--- src/rtl/dart_rx_word.sv ---
// 8N1 serial receiver that pairs two bytes into one 16-bit word (first byte high).
// 16x oversampling with mid-bit sampling, sticky framing-error flag, inter-byte timeout.
module dart_rx_word #(
  parameter int CLK_FREQ     = 50000000,
  parameter int BAUD_RATE    = 9600,
  parameter int TIMEOUT_BITS = 32
) (
  input  logic        clock,
  input  logic        reset,
  input  logic        enable,
  input  logic        rxd,
  output logic [15:0] rx_data,
  output logic        rx_valid,
  output logic        rx_error
);

  // state     | meaning
  // S_IDLE    | line idle, watching for a falling edge
  // S_START   | start bit seen, confirm low at its mid-point
  // S_DATA    | sampling 8 data bits, LSB first
  // S_STOP    | sampling the stop bit
  // S_WAIT_HI | framing error, wait for line to return high
  localparam logic [2:0] S_IDLE    = 3'd0;
  localparam logic [2:0] S_START   = 3'd1;
  localparam logic [2:0] S_DATA    = 3'd2;
  localparam logic [2:0] S_STOP    = 3'd3;
  localparam logic [2:0] S_WAIT_HI = 3'd4;

  localparam int DIV      = CLK_FREQ / (BAUD_RATE * 16);
  localparam int DIV_W    = (DIV > 1) ? $clog2(DIV) : 1;
  localparam int TO_TICKS = TIMEOUT_BITS * 16;
  localparam int TO_W     = $clog2(TO_TICKS + 1);
  localparam logic [DIV_W-1:0] DIV_LAST = DIV_W'(DIV - 1);
  localparam logic [TO_W-1:0]  TO_LOAD  = TO_W'(TO_TICKS);

  logic             rxd_s1_q, rxd_s1_d;
  logic             rxd_s2_q, rxd_s2_d;
  logic             rxd_prev_q, rxd_prev_d;
  logic [2:0]       state_q, state_d;
  logic [DIV_W-1:0] div_cnt_q, div_cnt_d;
  logic [3:0]       tick_cnt_q, tick_cnt_d;
  logic [2:0]       bit_cnt_q, bit_cnt_d;
  logic [7:0]       shift_q, shift_d;
  logic [7:0]       hi_q, hi_d;
  logic             have_hi_q, have_hi_d;
  logic [TO_W-1:0]  to_cnt_q, to_cnt_d;
  logic [15:0]      rx_data_q, rx_data_d;
  logic             rx_valid_q, rx_valid_d;
  logic             rx_error_q, rx_error_d;

  logic tick;
  logic fall;

  assign tick = (div_cnt_q == DIV_LAST);
  assign fall = rxd_prev_q & ~rxd_s2_q;

  always_comb begin
    rxd_s1_d   = rxd;
    rxd_s2_d   = rxd_s1_q;
    rxd_prev_d = rxd_s2_q;
    state_d    = state_q;
    div_cnt_d  = tick ? '0 : div_cnt_q + 1'b1;
    tick_cnt_d = tick_cnt_q;
    bit_cnt_d  = bit_cnt_q;
    shift_d    = shift_q;
    hi_d       = hi_q;
    have_hi_d  = have_hi_q;
    to_cnt_d   = to_cnt_q;
    rx_data_d  = rx_data_q;
    rx_valid_d = 1'b0;
    rx_error_d = rx_error_q;

    if (!enable) begin
      state_d    = S_IDLE;
      div_cnt_d  = '0;
      tick_cnt_d = '0;
      bit_cnt_d  = '0;
      have_hi_d  = 1'b0;
      to_cnt_d   = '0;
    end else begin
      case (state_q)
        S_IDLE: begin
          if (fall) begin
            state_d    = S_START;
            div_cnt_d  = '0;
            tick_cnt_d = '0;
          end else if (have_hi_q && tick) begin
            // a held high byte expires if no start edge arrives in time
            if (to_cnt_q <= TO_W'(1)) begin
              have_hi_d = 1'b0;
              to_cnt_d  = '0;
            end else begin
              to_cnt_d = to_cnt_q - 1'b1;
            end
          end
        end
        S_START: begin
          if (tick) begin
            if (tick_cnt_q == 4'd7) begin
              tick_cnt_d = '0;
              bit_cnt_d  = '0;
              state_d    = rxd_s2_q ? S_IDLE : S_DATA;
            end else begin
              tick_cnt_d = tick_cnt_q + 4'd1;
            end
          end
        end
        S_DATA: begin
          if (tick) begin
            if (tick_cnt_q == 4'd15) begin
              tick_cnt_d = '0;
              shift_d    = {rxd_s2_q, shift_q[7:1]};
              bit_cnt_d  = bit_cnt_q + 3'd1;
              if (bit_cnt_q == 3'd7) state_d = S_STOP;
            end else begin
              tick_cnt_d = tick_cnt_q + 4'd1;
            end
          end
        end
        S_STOP: begin
          if (tick) begin
            if (tick_cnt_q == 4'd15) begin
              tick_cnt_d = '0;
              if (rxd_s2_q) begin
                state_d = S_IDLE;
                if (have_hi_q) begin
                  rx_data_d  = {hi_q, shift_q};
                  rx_valid_d = 1'b1;
                  have_hi_d  = 1'b0;
                  to_cnt_d   = '0;
                end else begin
                  hi_d      = shift_q;
                  have_hi_d = 1'b1;
                  to_cnt_d  = TO_LOAD;
                end
              end else begin
                state_d    = S_WAIT_HI;
                have_hi_d  = 1'b0;
                to_cnt_d   = '0;
                rx_error_d = 1'b1;
              end
            end else begin
              tick_cnt_d = tick_cnt_q + 4'd1;
            end
          end
        end
        S_WAIT_HI: begin
          if (rxd_s2_q) state_d = S_IDLE;
        end
        default: state_d = S_IDLE;
      endcase
    end
  end

  always_ff @(posedge clock) begin
    if (!reset) begin
      rxd_s1_q   <= 1'b1;
      rxd_s2_q   <= 1'b1;
      rxd_prev_q <= 1'b1;
      state_q    <= S_IDLE;
      div_cnt_q  <= '0;
      tick_cnt_q <= '0;
      bit_cnt_q  <= '0;
      shift_q    <= '0;
      hi_q       <= '0;
      have_hi_q  <= 1'b0;
      to_cnt_q   <= '0;
      rx_data_q  <= '0;
      rx_valid_q <= 1'b0;
      rx_error_q <= 1'b0;
    end else begin
      rxd_s1_q   <= rxd_s1_d;
      rxd_s2_q   <= rxd_s2_d;
      rxd_prev_q <= rxd_prev_d;
      state_q    <= state_d;
      div_cnt_q  <= div_cnt_d;
      tick_cnt_q <= tick_cnt_d;
      bit_cnt_q  <= bit_cnt_d;
      shift_q    <= shift_d;
      hi_q       <= hi_d;
      have_hi_q  <= have_hi_d;
      to_cnt_q   <= to_cnt_d;
      rx_data_q  <= rx_data_d;
      rx_valid_q <= rx_valid_d;
      rx_error_q <= rx_error_d;
    end
  end

  assign rx_data  = rx_data_q;
  assign rx_valid = rx_valid_q;
  assign rx_error = rx_error_q;

endmodule

--- config.mk ---
export PLATFORM = sky130hd
export DESIGN_NAME = dart_rx_word
export DESIGN_NICKNAME = d
export VERILOG_FILES = /design/src/rtl/dart_rx_word.sv
export SDC_FILE = /design/constraint.sdc
export NUM_CORES = 1
export LEC_CHECK = 0
export CAP_MARGIN = 10
export CORE_UTILIZATION = 50
export DETAILED_ROUTE_END_ITERATION = 8
export MAX_ROUTING_LAYER = met4
export PLACE_DENSITY = 0.75
export SLEW_MARGIN = 20
export SYNTH_ARGS = -nofsm -noshare
export SYNTH_HDL_FRONTEND = slang
export SYNTH_SLANG_ARGS = --single-unit
--- constraint.sdc ---
create_clock -name clock -period 4.1 [get_ports clock]
set_clock_uncertainty 0.15 [all_clocks]
set_input_delay 0.82 -clock clock [delete_from_list [all_inputs] [get_ports clock]]
set_output_delay 0.82 -clock clock [all_outputs]
set_load 0.005 [all_outputs]
==> run_results.csv, run 1 <==
group,metric,value,unit
timing,rsz0062_at_grt,"false",
cts,postCtsSetupBuffers,0,
die,coreArea,5640,um2
detailed_routing,drtIter0Drc,139,
power,finalPower,1.29,mW
timing,slew_viol_final,0,
worst_setup_path,end_kind,"flip-flop",
cts,cts-root-buf,"clkbuf_8",
grt,grt_pass1_wl,10700,um
final_layout,layout_common_cells,"dfxtp_1, nand2_1, nand3_1",
grt,grt_overflow,0,
detailed_routing,ant_nets,0,
timing,period_needed,2.61,ns
grt,grt_max_degree,40,
grt,grt_pass1_vias,2246,
grt,grt_usage,22.5,%
cts,htree_num_levels,3,
worst_setup_path,worstPathMaxFanout,20,
power,intPower,1.01,mW
timing,final.setup.tns,0,ns
worst_setup_path,cp_data_required_time,4.18,ns
synthesis,synth_nets,346,
placement,gp_congestion,0.797,
synthesis,async_flop_share,0,%
worst_setup_path,start_kind,"input port",
synthesis,yosysTopAreaCellShare,44.6,%
timing,worst_pin_slew,0.704,ns
synthesis,synth.avg_cell_area,8.97,um2
die,rows,27,
synthesis,yosysSeqAreaShare,44.6,%
detailed_routing,first_pass_iters,4,
power,power_frac_clock,46.9,%
cts,cts.sinks,67,
power,power.switching,280,uW
synthesis,synth.distinct_cells,49,
final_layout,final_area,3480,um2
detailed_routing,via_per_inst,5.60,
job,cap_violations,0,
cts,cts_max_path_buffers,2,
cts,cts_resized,0,
synthesis,yosysTopAreaCell,"dfxtp_1",
timing,fmax,0.383,GHz
grt,antenna_found_initial,0,
die,die-area,6330,um2
timing,setup_viol,0,
detailed_routing,drc,0,
cts,cts_tree,"done",
power,combinationalPowerShare,2.2,%
synthesis,yosys_warnings,0,
power,power_density,369,nW/um2
power,vdd_ir_drop_max,0.000239,V
cts,insertion_delay,0.34,ns
detailed_routing,wire_per_inst,14.3,um
placement,post_dp_cell_area,3270,um2
die,die_h,79.5,um
power,power_leakage,1.12,nW
hold_path,hold_class,"reg -> reg",
die,io_pins,22,
worst_setup_path,crit_type,"in -> reg",
synthesis,synth_seq_cells,67,
final_layout,antennaDiodeCount,0,
timing,finalCritPeriodShare,63.7,%
synthesis,synth_edf_count,0,
final_layout,synthToLayoutAreaGrowth,15.9,%
synthesis,yosys-top-cells-area,"dfxtp_1, mux2i_1, nand3_1",
die,start_util,53.3,%
status,status,"finished clean",
final_layout,final_nets,367,
placement,port_buffers,21,
synthesis,synth_area,3010,um2
cts,ctsHoldBuffers,0,
final_layout,final_common_cell,"dfxtp_1",
synthesis,synth_top_flop_cell,"dfxtp_1",
worst_setup_path,arrival,2.70,ns
timing,hold_viol,0,
cts,cts.clk_slew.worst_paths,0.07,ns
die,dieWidth,79.5,um
timing,slew_headroom,53.0,%
placement,hpwl,4070,um
cts,numCtsBuffers,9,
power,seq_power_share,50.9,%
synthesis,synth_cells,335,
detailed_routing,wl,6190,um
detailed_routing,vias,2423,
power,p_sw_share,21.7,%
final_layout,drive_gt1_share,7.48,%
==> flip-flops by register name, summed over array words and instances (netlist names), 3 cells and up <==
| register | count |
|---|---|
| tick_cnt_q | 4 |
| shift_q | 8 |
| to_cnt_q | 10 |
| hi_q | 8 |
| bit_cnt_q | 3 |
| div_cnt_q | 9 |
| rx_data | 16 |
| state_q | 3 |
==> final timing paths <==
check,endpoint,cells after the start,slack (ns),startpoint
min,rxd_prev_d$_SDFF_PN1_,1,0.26,rxd_s1_q$_SDFF_PN1_
max reg2reg,rx_data[14]$_SDFFE_PN0P_,9,1.75,div_cnt_q[0]$_SDFF_PN0_
min reg2reg,rxd_prev_d$_SDFF_PN1_,1,0.26,rxd_s1_q$_SDFF_PN1_
max,rx_data[14]$_SDFFE_PN0P_,8,1.49,enable
==> Yosys cell counts (2+ instances only) <==
master    instances
o211ai_1          3
o31ai_1           2
nand3_1          30
or3_1             5
o22a_1            3
nand4_1           2
nor4_1            2
o21ai_0           9
nand2_1          35
and3_1            3
nand3b_1          5
buf_2             4
nor3_1            4
ha_1              7
nor2_1           26
xor2_1            5
nor2b_1          19
dfxtp_1          67
and2_1            3
xnor2_1           2
a21boi_0         16
nand2b_1          4
a22oi_1           2
and4bb_2          2
buf_4             2
mux2i_1          16
inv_1             5
a21oi_1          22
a31oi_1           2
clkbuf_1          8
and3b_1           2
==> critical path, stage by stage <==
cell	delay [ns]
clkdlybuf4s50_1	0.50
and2_1	0.14
and4b_1	0.19
buf_4	0.22
and4_1	0.21
buf_4	0.29
mux2i_1	0.24
nor2b_1	0.07
==> per-stage QoR <==
| stage | hold WS [ns] | instances | utilization, % | setup WS [ns] |
|---|---|---|---|---|
| CTS | 0.258 | 433 | 61.8 | 1.49 |
| detailed placement | 0.242 | 417 | 57.9 | 1.13 |
| floorplan | 0.236 | 335 | - | 1.95 |
| global placement | 0.242 | 417 | 57.9 | 1.22 |
| finish | 0.257 | 433 | 61.8 | 1.49 |
| global route | 0.304 | 433 | 61.8 | 1.35 |
==> cell type report <==
cell class / instances / area (um2)
inverters: 5 / 18.8
repair buffers: 25 / 240
well taps: 72 / 90.1
clock buffers: 10 / 128
flip-flops and latches: 67 / 1340
fillers: 477 / 2160
multi-input cells: 248 / 1580
clock inverters: 6 / 90.1
==> cells by family after synthesis <==
logic type                 count (synthesis)  share of synthesized area (%)
AOI/OAI and AO/OA                         66                           14.9
xor gates and xnor gates                   7                           2.04
adders and majority gates                  7                           2.91
buffers and inverters                     20                           2.91
DFF                                       67                           44.6
muxes                                     16                           5.33
and+or+nand+nor                          152                           27.2
==> power groups by stage <==
stage / sequential (mW) / combinational, mW / clock (mW)
finish: 0.656 / 0.0284 / 0.603
global route: 0.656 / 0.0315 / 0.642
CTS: 0.655 / 0.0285 / 0.615
detailed placement: 0.671 / 0.0283 / 0
global placement: 0.671 / 0.0280 / 0
floorplan: 0.670 / 0.0205 / 0
==> metal layers <==
layer | wire [um] | vias to the layer above | share of wire [%] | track usage, %
li1 | - | 1229 | - | -
met1 | 3240 | 1141 | 52 | 30.1
met2 | 2620 | 43 | 42 | 32.2
met3 | 238 | 10 | 3.8 | 6.29
met4 | 90 | 0 | 1.5 | 8.00
met5 | 0 | - | 0 | -
Note: power is estimated with default switching activity, not from simulation.
==> inputs of run 2 (changes only) <==
==> constraint.sdc (replaced) <==
create_clock -name clock -period 2.65 [get_ports clock]
set_clock_uncertainty 0.15 [all_clocks]
set_input_delay 0.53 -clock clock [delete_from_list [all_inputs] [get_ports clock]]
set_output_delay 0.53 -clock clock [all_outputs]
set_load 0.005 [all_outputs]
==> run 2 against run 1 <==
Via count increased by 1.1%. Die area unchanged. Design area increased by 0.75%. Core utilization increased by 0.47 points. Critical endpoint is now to_cnt_q[1]$_SDFFE_PN0P_. Non-clock buffer count increased by 4. Final cell count increased by 0.92%. First-iteration DRC count increased by 26%. Clock power increased by 42%. Hold slack improved by 0.015 ns. Register-to-register slack got worse by 1.3 ns.
==> run_results.csv, run 2 (synthesized netlist as in run 1, its figures left out) <==
group,metric,value,unit
final_layout,drive_gt1_share,8.77,%
die,rows,27,
detailed_routing,vias,2450,
cts,postCtsSetupBuffers,0,
power,power_frac_clock,44.6,%
worst_setup_path,r2r-end,"to_cnt_q[1]$_SDFFE_PN0P_",
worst_setup_path,max_stage_delay,0.47,ns
hold_path,hold_class,"reg -> reg",
placement,gp_congestion,0.811,
grt,grt_pass1_wl,10300,um
job,cap_violations,0,
worst_setup_path,cp_data_required_time,2.79,ns
placement,hpwl,4100,um
power,intPower,1.47,mW
cts,cts.clk_slew.worst_paths,0.08,ns
cts,cts_resized,0,
final_layout,layout_common_cells,"dfxtp_1, nand2_1, nand3_1",
timing,rsz0062_at_grt,"false",
timing,finalCritPeriodShare,84.8,%
detailed_routing,ant_nets,0,
power,power_leakage,1.13,nW
worst_setup_path,worstPathMaxFanout,14,
timing,fmax,0.445,GHz
die,start_util,53.3,%
final_layout,stdcell_count,437,
placement,port_buffers,21,
worst_setup_path,crit_slowest_cell,"or3_4",
power,power.switching,444,uW
final_layout,synthToLayoutAreaGrowth,16.8,%
timing,final.setup.tns,0,ns
timing,setup_ws,0.403,ns
worst_setup_path,crit_type,"reg -> reg",
cts,insertion_delay,0.35,ns
worst_setup_path,start_kind,"flip-flop",
worst_setup_path,worstRegToRegCells,5,
detailed_routing,wire_per_inst,13.6,um
placement,dpl_worst_slack,0.275,ns
worst_setup_path,reg2reg_slack,0.40,ns
final_layout,largest_reg_flops,16,
die,io_pins,22,
die,dieWidth,79.5,um
placement,dp_cells,421,
hold_path,min_from,"rxd_s1_q$_SDFF_PN1_",
final_layout,antennaDiodeCount,0,
power,vdd_ir_drop_max,0.000320,V
detailed_routing,drc,0,
detailed_routing,wl_met1,3120,um
timing,slew_viol_final,0,
worst_setup_path,arrival,2.38,ns
cts,cts.sinks,67,
final_layout,final_common_cell,"dfxtp_1",
power,combinationalPowerShare,2.5,%
grt,grt_overflow,0,
worst_setup_path,end_kind,"flip-flop",
cts,cts-root-buf,"clkbuf_8",
cts,htree_num_levels,3,
hold_path,hold_end,"rxd_prev_d$_SDFF_PN1_",
grt,antenna_found_initial,0,
power,power_density,546,nW/um2
detailed_routing,wl_met3,213,um
timing,hold_viol,0,
detailed_routing,top_layer_used,"met4",
timing,setup_viol,0,
detailed_routing,first_pass_iters,4,
detailed_routing,routed-wl-met2,2520,um
power,seq_power_share,52.9,%
cts,cts_max_path_buffers,2,
cts,cts_tree,"done",
die,die_h,79.5,um
hold_path,whs_path_depth,1,
cts,numCtsBuffers,9,
grt,grt_max_degree,38,
timing,slew_headroom,56.0,%
worst_setup_path,r2r_start,"state_q[1]$_SDFFE_PN0P_",
die,die-area,6330,um2
timing,period_needed,2.25,ns
worst_setup_path,cp_cell_sequence,"or2_2 > o22a_1 > or3_4 > or3_1 > a21oi_1",
die,coreArea,5640,um2
grt,grt_pass1_vias,2334,
detailed_routing,wl,5970,um
status,status,"finished clean",
detailed_routing,via_per_inst,5.61,
grt,grt_usage,21.5,%
cts,ctsHoldBuffers,0,
power,p_sw_share,23.2,%
timing,worst_pin_slew,0.656,ns
final_layout,final_nets,371,
detailed_routing,drtIter0Drc,175,
-- run 2: changes by cell type in the layout (fill, tap and decap cells not counted), sizes merged --
| cell | previous run | this run |
|---|---|---|
| bufinv | 2 | 1 |
| buf | 4 | 8 |
| clkbuf | 10 | 9 |
| clkinv | 3 | 4 |
| inv | 5 | 6 |
-- run 2: layout make-up --
type | instances | area (um2)
Clock buffer | 9 | 124
Inverter | 5 | 18.8
Clock inverter | 7 | 77.6
Tap cell | 72 | 90.1
Timing Repair Buffer | 29 | 283
Multi-Input combinational cell | 248 | 1580
Fill cell | 479 | 2130
Sequential cell | 67 | 1340
-- run 2: how the worst max path moves through the flow --
stage / startpoint / to
floorplan: to_cnt_q[2]$_SDFFE_PN0P_ / to_cnt_q[9]$_SDFFE_PN0P_
global route: to_cnt_q[0]$_SDFFE_PN0P_ / to_cnt_q[8]$_SDFFE_PN0P_
CTS: to_cnt_q[2]$_SDFFE_PN0P_ / to_cnt_q[9]$_SDFFE_PN0P_
detailed placement: enable / rx_data[5]$_SDFFE_PN0P_
finish: state_q[1]$_SDFFE_PN0P_ / to_cnt_q[1]$_SDFFE_PN0P_
global placement: enable / rx_data[3]$_SDFFE_PN0P_
-- run 2: layer usage --
metal,track usage [%],vias to the layer above
li1,-,1235
met1,28.5,1158
met2,31.4,46
met3,4.57,11
met4,9.45,0
met5,-,-
-- run 2: per-stage QoR --
step	cell area [um2]	util (%)	power, mW	hold slack [ns]
2_1_floorplan	3010	-	1.07	0.236
3_3_place_gp	3310	58.7	1.08	0.249
3_5_place_dp	3310	58.7	1.08	0.260
4_1_cts	3510	62.2	1.93	0.278
5_1_grt	3510	62.2	1.97	0.290
6_report	3510	62.2	1.92	0.272
-- run 2: worst max-delay path, delay by kind of cell, from the launching register on --
family / cells / cell delay, ns
simple gates: 3 / 1.23
compound gates: 2 / 0.39
flops: 1 / 0.42
-- run 2: power by group through the flow --
stage          clock network, mW  logic (mW)  registers (mW)
2_1_floorplan                  0      0.0317            1.04
3_3_place_gp                   0      0.0467            1.04
3_5_place_dp                   0      0.0469            1.04
4_1_cts                    0.868      0.0475            1.01
5_1_grt                    0.901      0.0522            1.01
6_report                   0.854      0.0473            1.01
